[src/rtl/rx_unit.sv]
// 8N1 UART receiver: oversamples rxd with en_rx ticks, checks the start bit at
// mid-bit, samples data/stop at mid-bit and flags framing error and overrun.
module rx_unit #(
  parameter int OVS = 16
) (
  input  logic       clk,
  input  logic       rst,
  input  logic       rxd,
  input  logic       en_rx,
  input  logic       rd,
  output logic [7:0] d_out,
  output logic       rs,
  output logic       fe,
  output logic       oe
);
  localparam int CW = $clog2(OVS);
  localparam logic [CW-1:0] HALF = CW'(OVS/2 - 1);
  localparam logic [CW-1:0] FULL = CW'(OVS - 1);

  typedef enum logic [1:0] {IDLE, START, DATA, STOP} state_t;

  state_t          state_q, state_d;
  logic            sync1_q, rxd_s_q, prev_q;
  logic [CW-1:0]   tick_q, tick_d;
  logic [2:0]      bit_q, bit_d;
  logic [7:0]      shift_q, shift_d;
  logic [7:0]      dout_q, dout_d;
  logic            rs_q, rs_d, fe_q, fe_d, oe_q, oe_d;
  logic            fall, sample, done;

  assign fall   = prev_q & ~rxd_s_q;
  assign sample = en_rx && (tick_q == FULL);
  assign done   = (state_q == STOP) && sample;

  always_ff @(posedge clk) begin
    if (rst) begin
      state_q <= IDLE;
      sync1_q <= 1'b1;
      rxd_s_q <= 1'b1;
      prev_q  <= 1'b1;
      tick_q  <= '0;
      bit_q   <= '0;
      shift_q <= '0;
      dout_q  <= '0;
      rs_q    <= 1'b0;
      fe_q    <= 1'b0;
      oe_q    <= 1'b0;
    end else begin
      state_q <= state_d;
      sync1_q <= rxd;
      rxd_s_q <= sync1_q;
      prev_q  <= rxd_s_q;
      tick_q  <= tick_d;
      bit_q   <= bit_d;
      shift_q <= shift_d;
      dout_q  <= dout_d;
      rs_q    <= rs_d;
      fe_q    <= fe_d;
      oe_q    <= oe_d;
    end
  end

  // Edge detection in IDLE runs every clk so a start edge is never missed
  // between oversample ticks; all counting waits for en_rx.
  always_comb begin
    state_d = state_q;
    case (state_q)
      IDLE:    if (fall) state_d = START;
      START:   if (en_rx && tick_q == HALF) state_d = rxd_s_q ? IDLE : DATA;
      DATA:    if (sample && bit_q == 3'd7) state_d = STOP;
      STOP:    if (sample) state_d = IDLE;
      default: state_d = IDLE;
    endcase
  end

  always_comb begin
    tick_d  = tick_q;
    bit_d   = bit_q;
    shift_d = shift_q;
    case (state_q)
      IDLE: if (fall) tick_d = '0;
      START: if (en_rx) begin
        if (tick_q == HALF) begin
          tick_d = '0;
          bit_d  = '0;
        end else begin
          tick_d = tick_q + 1'b1;
        end
      end
      DATA, STOP: if (en_rx) begin
        tick_d = sample ? '0 : tick_q + 1'b1;
        if (sample && state_q == DATA) begin
          shift_d = {rxd_s_q, shift_q[7:1]};
          bit_d   = bit_q + 3'd1;
        end
      end
      default: tick_d = '0;
    endcase
  end

  // A completing frame takes priority over a coincident read.
  always_comb begin
    dout_d = dout_q;
    rs_d   = rs_q;
    fe_d   = fe_q;
    oe_d   = oe_q;
    if (done) begin
      dout_d = shift_q;
      rs_d   = 1'b1;
      fe_d   = ~rxd_s_q;
      oe_d   = rs_q & ~rd;
    end else if (rd && rs_q) begin
      rs_d = 1'b0;
      fe_d = 1'b0;
      oe_d = 1'b0;
    end
  end

  assign d_out = dout_q;
  assign rs    = rs_q;
  assign fe    = fe_q;
  assign oe    = oe_q;
endmodule
[config.mk]
export PLATFORM = sky130hd
export DESIGN_NAME = rx_unit
export DESIGN_NICKNAME = d
export VERILOG_FILES = /design/src/rtl/rx_unit.sv
export SDC_FILE = /design/constraint.sdc
export NUM_CORES = 1
export LEC_CHECK = 0
export CORE_MARGIN = 1
export CORE_UTILIZATION = 53
export DETAILED_ROUTE_END_ITERATION = 8
export GPL_ROUTABILITY_DRIVEN = 0
export MAX_ROUTING_LAYER = met4
export PLACE_DENSITY = 0.77
export SLEW_MARGIN = 0
export SYNTH_ARGS = -nofsm -noshare
export SYNTH_HDL_FRONTEND = slang
export SYNTH_SLANG_ARGS = --single-unit
[constraint.sdc]
create_clock -name clk -period 1.65 [get_ports clk]
set_clock_uncertainty 0.05 [all_clocks]
set_input_delay 0.2475 -clock clk [delete_from_list [all_inputs] [get_ports clk]]
set_output_delay 0.2475 -clock clk [all_outputs]
set_load 0.005 [all_outputs]
Word-level counts from Yosys, hierarchy flattened. Index checks and enable logic that the tools add are counted.

Logic and storage cells: 66. Bits in registers: 31. Output and inout bits: 11.

Multiplexer cells: 21. Reduce and logical (&&, ||, !) cells: 14. Add/subtract/negate cells: 2. Bitwise gates (word level): 4. Equal/unequal tests: 14.

Operators with widths (number): 2-to-1 mux 4 bit (5); inequality test 2 bit (second input constant) (8); 2-to-1 mux 3 bit (4); case mux 4 bit (3 select lines) (1); 2-to-1 mux 2 bit (5); case mux 2 bit (4 select lines) (1); logical AND 1 bit (6); case mux 3 bit (2 select lines) (1); AND reduction 3 bit (2); AND reduction 5 bit (1); adder 4 x 1 -> 4 bit (second input constant) (1); equality test 2 bit (second input constant) (2); equality test 4 x 3 -> 1 bit (second input constant) (1); equality test 4 bit (second input constant) (1); 2-to-1 mux 1 bit (4); AND reduction 4 bit (1); nonzero test 2 bit (2); adder 3 x 1 -> 3 bit (second input constant) (1); equality test 3 bit (second input constant) (1); bitwise AND 1 bit (2); equality test 2 x 1 -> 1 bit (second input constant) (1); zero test 2 bit (1); NOT 1 bit (2); OR reduction 2 bit (1).

Logic depth before layout (Yosys ltp).
Depth after elaboration: 6. Depth in mapped cells: 6. Depth with buffers taken out: 5.

Worst setup path after synthesis. Ideal clock, no wire load.

Path type: register -> register. From: register tick_q[0]. To: register dout_q[3], in the netlist d_out[3]. Arrival: 1295 ps. Path slack: 177 ps. Buffers on the path: 1. Cell stages (with the launch flop): 7. Cell sequence: dfxtp_1 ha_1 and3_2 nand4_4 buf_6 mux2i_1 nor2_1.

Word-level cells in the longest chain between the ends: 3.

Ends and longest elaborated chain: start, declared (RTL line 24) `logic [CW-1:0] tick_q, tick_d;`; start signal, assigned (RTL line 53) `tick_q <= tick_d;`; equality test 4 bit (RTL line 32) `assign sample = en_rx && (tick_q == FULL);`; logical AND 1 bit (RTL line 32); logical AND 1 bit (RTL line 33) `assign done = (state_q == STOP) && sample;`; end signal, assigned (RTL line 56) `dout_q <= dout_d;`; end, declared (RTL line 27) `logic [7:0] dout_q, dout_d;`.

Every way passes these cells. A chain may end at the register's enable or synchronous reset.

Worst setup path in the final report.
From: register tick_q[0]. To: register shift_q[2].

Word-level cells in the longest chain between the ends: 4.

Ends and longest elaborated chain: equality test 4 bit (RTL line 32); logical AND 1 bit (RTL line 32); logical AND 1 bit (RTL line 92) `if (sample && state_q == DATA) begin`; AND reduction 3 bit (no line); end signal, assigned (RTL line 55) `shift_q <= shift_d;`; end, declared (RTL line 26) `logic [7:0] shift_q, shift_d;`.

Every way passes these cells.

==> reports/metrics.yaml <==
grt_pass1_wl_um: 4120
syn2layout_area_growth_pct: 25.0
hold_class: "reg2reg"
cts_buffers: 5
relSlewSlack_pct: 61.9
ant_nets: 0
clockBufferDepth: 2
status: "finished, final reports clean"
fmax_mhz: 654
hold_path_depth: 1
worstSetupStartpointType: "flop"
syn_inst: 132
htreeDepth: 2
hpwlAfterDp_um: 1640
seq_area_frac_synth_pct: 48.3
overflow: 0
clock_sinks: 31
drive_gt1_share_pct: 18.9
setup_ws_ps: 121
cp.arrival_ps: 1700
cts_tree: "built"
io-pin-count: 16
fin_hold_ws_ps: 362
wl_um: 2320
p_leak_nw: 0.661
synth_warnings: 0
gr-usage-all-layers_pct: 22.6
final_cell_area_sq_um: 1610
syn_area_per_cell_sq_um: 9.73
syn-cell-area_sq_um: 1280
antenna_cells: 0
synth_nets: 140
critPathMaxFanout: 6
firstDrtPassIters: 4
io_buffers: 15
ff2ff_path_depth: 6
place_area_sq_um: 1510
synth_most_common_cell: "dfxtp_1"
synth_top_area_share_pct: 48.3
crit_type: "reg2reg"
yosysUniqueCellTypes: 31
die_h_um: 51.2
period_share_pct: 92.7
die_w_um: 51.2
synth_edf_count: 0
async_flop_share_pct: 0
synth_top_cell_by_area: "dfxtp_1"
route.detailed.drc: 0
path_clk_slew_ps: 100
finalCriticalPeriod_ps: 1530
synth-seq-cells: 31
grt_setup_unrepaired: "no"
first_global_vias: 956
grt_max_degree: 14
hold_buffers: 0
via_per_inst: 5.41
drtIter0Drc: 11
via_count: 1011
hold_viol: 0
detail_route.wl_per_cell_um: 12.4
n_fill_cell: 173
coreArea_sq_um: 2250
nets: 166
cap_violations: 0
antenna_found_initial: 0
end_kind: "flop"
start_util_pct: 57.0
irDropWorstVdd_mv: 0.653
powerDensity_nw_per_um2: 885
rows: 17
clkLatencyLatePin_ps: 330
power.total_mw: 1.42
cts_root_buf: "clkbuf_4"
post_cts_buffers: 0
drv_slew: 0
synthTopCellsByArea: "dfxtp_1, mux2i_1, nor2_1"
required_ps: 1820
cts_resized: 0
yosys-top-cells-count: "dfxtp_1, nor2_1, mux2i_1, a21oi_1, nand3_1"
worstMarginPinSlew_ps: 564
die_area_sq_um: 2630
setup_viol: 0
synth_flop_cell: "dfxtp_1"
fin_setup_tns_ps: 0
post-place-ws_ps: -129
==> per-stage QoR <==
stage	std cells	utilization, %
final	187	71.3
after global routing	187	71.3
after CTS	187	70.8
after detailed placement	179	67.0
after global placement	179	67.0
after floorplan	132	-
==> power by group <==
part / switching, mW / total, mW / internal [mW] / leakage, nW
clock: 0.254 / 0.612 / 0.358 / 0.0482
combinational: 0.0266 / 0.0536 / 0.0270 / 0.362
sequential: 0.00386 / 0.757 / 0.753 / 0.251
total: 0.284 / 1.42 / 1.14 / 0.661
==> path summary, 6_finish.rpt <==
path / startpoint / endpoint / slack, ps
max reg2reg: tick_q[0] / shift_q[2] / 120
max: tick_q[0] / shift_q[2] / 120
min reg2reg: sync1_q / rxd_s_q / 360
min: sync1_q / rxd_s_q / 360
==> flip-flops by register name, summed over array words and instances, names as in the netlist, 3 cells and up, named ones only <==
| register | count |
|---|---|
| d_out | 8 |
| shift_q | 8 |
| tick_q | 4 |
| bit_q | 3 |
==> worst max-delay path, stage by stage (launching register included) <==
cell	delay, ps
dfxtp_1	380
ha_1	220
nand3_1	120
nor3_2	200
buf_6	170
mux2i_1	210
nor2_1	60
==> layout make-up <==
type / instances / area [sq um] / area share (%)
sequential: 31 / 622 / 38.7
multi-input combinational: 92 / 616 / 38.3
timing repair buffer: 27 / 244 / 15.2
clock buffer: 6 / 51.3 / 3.19
clock inverter: 2 / 35.0 / 2.18
tap: 28 / 35.0 / 2.18
inverter: 1 / 3.75 / 0.234
==> kinds of logic after synthesis <==
kind of cell | Yosys count | share of synthesized area [%]
AND/OR/NAND/NOR | 53 | 22.0
flip-flops | 31 | 48.3
AO/OA/AOI/OAI | 19 | 9.35
multiplexers | 17 | 13.2
buffers and inverters | 9 | 4.19
adder cells (fa/ha/maj) | 3 | 2.92
==> metal layers <==
metal	up-vias	global-route usage, %	routed length [um]
met5	-	-	0
met1	474	25.2	1070
li1	511	-	-
met3	5	9.23	122
met4	0	9.46	36
met2	21	35.7	1100
==> placed cells by master (no fill, tap or decap), types with 2 or more instances in the layout <==
| cell | n |
|---|---|
| a21oi_2 | 2 |
| nor2_1 | 22 |
| ha_1 | 3 |
| or2_2 | 4 |
| clkdlybuf4s50_1 | 15 |
| nand2b_1 | 5 |
| nand2_1 | 5 |
| mux2i_1 | 17 |
| buf_4 | 11 |
| a21oi_1 | 8 |
| nand3_1 | 6 |
| dfxtp_1 | 30 |
| a31oi_1 | 3 |
| nand4_1 | 2 |
| clkbuf_4 | 5 |
No activity file was read; power rests on OpenSTA's default activity.
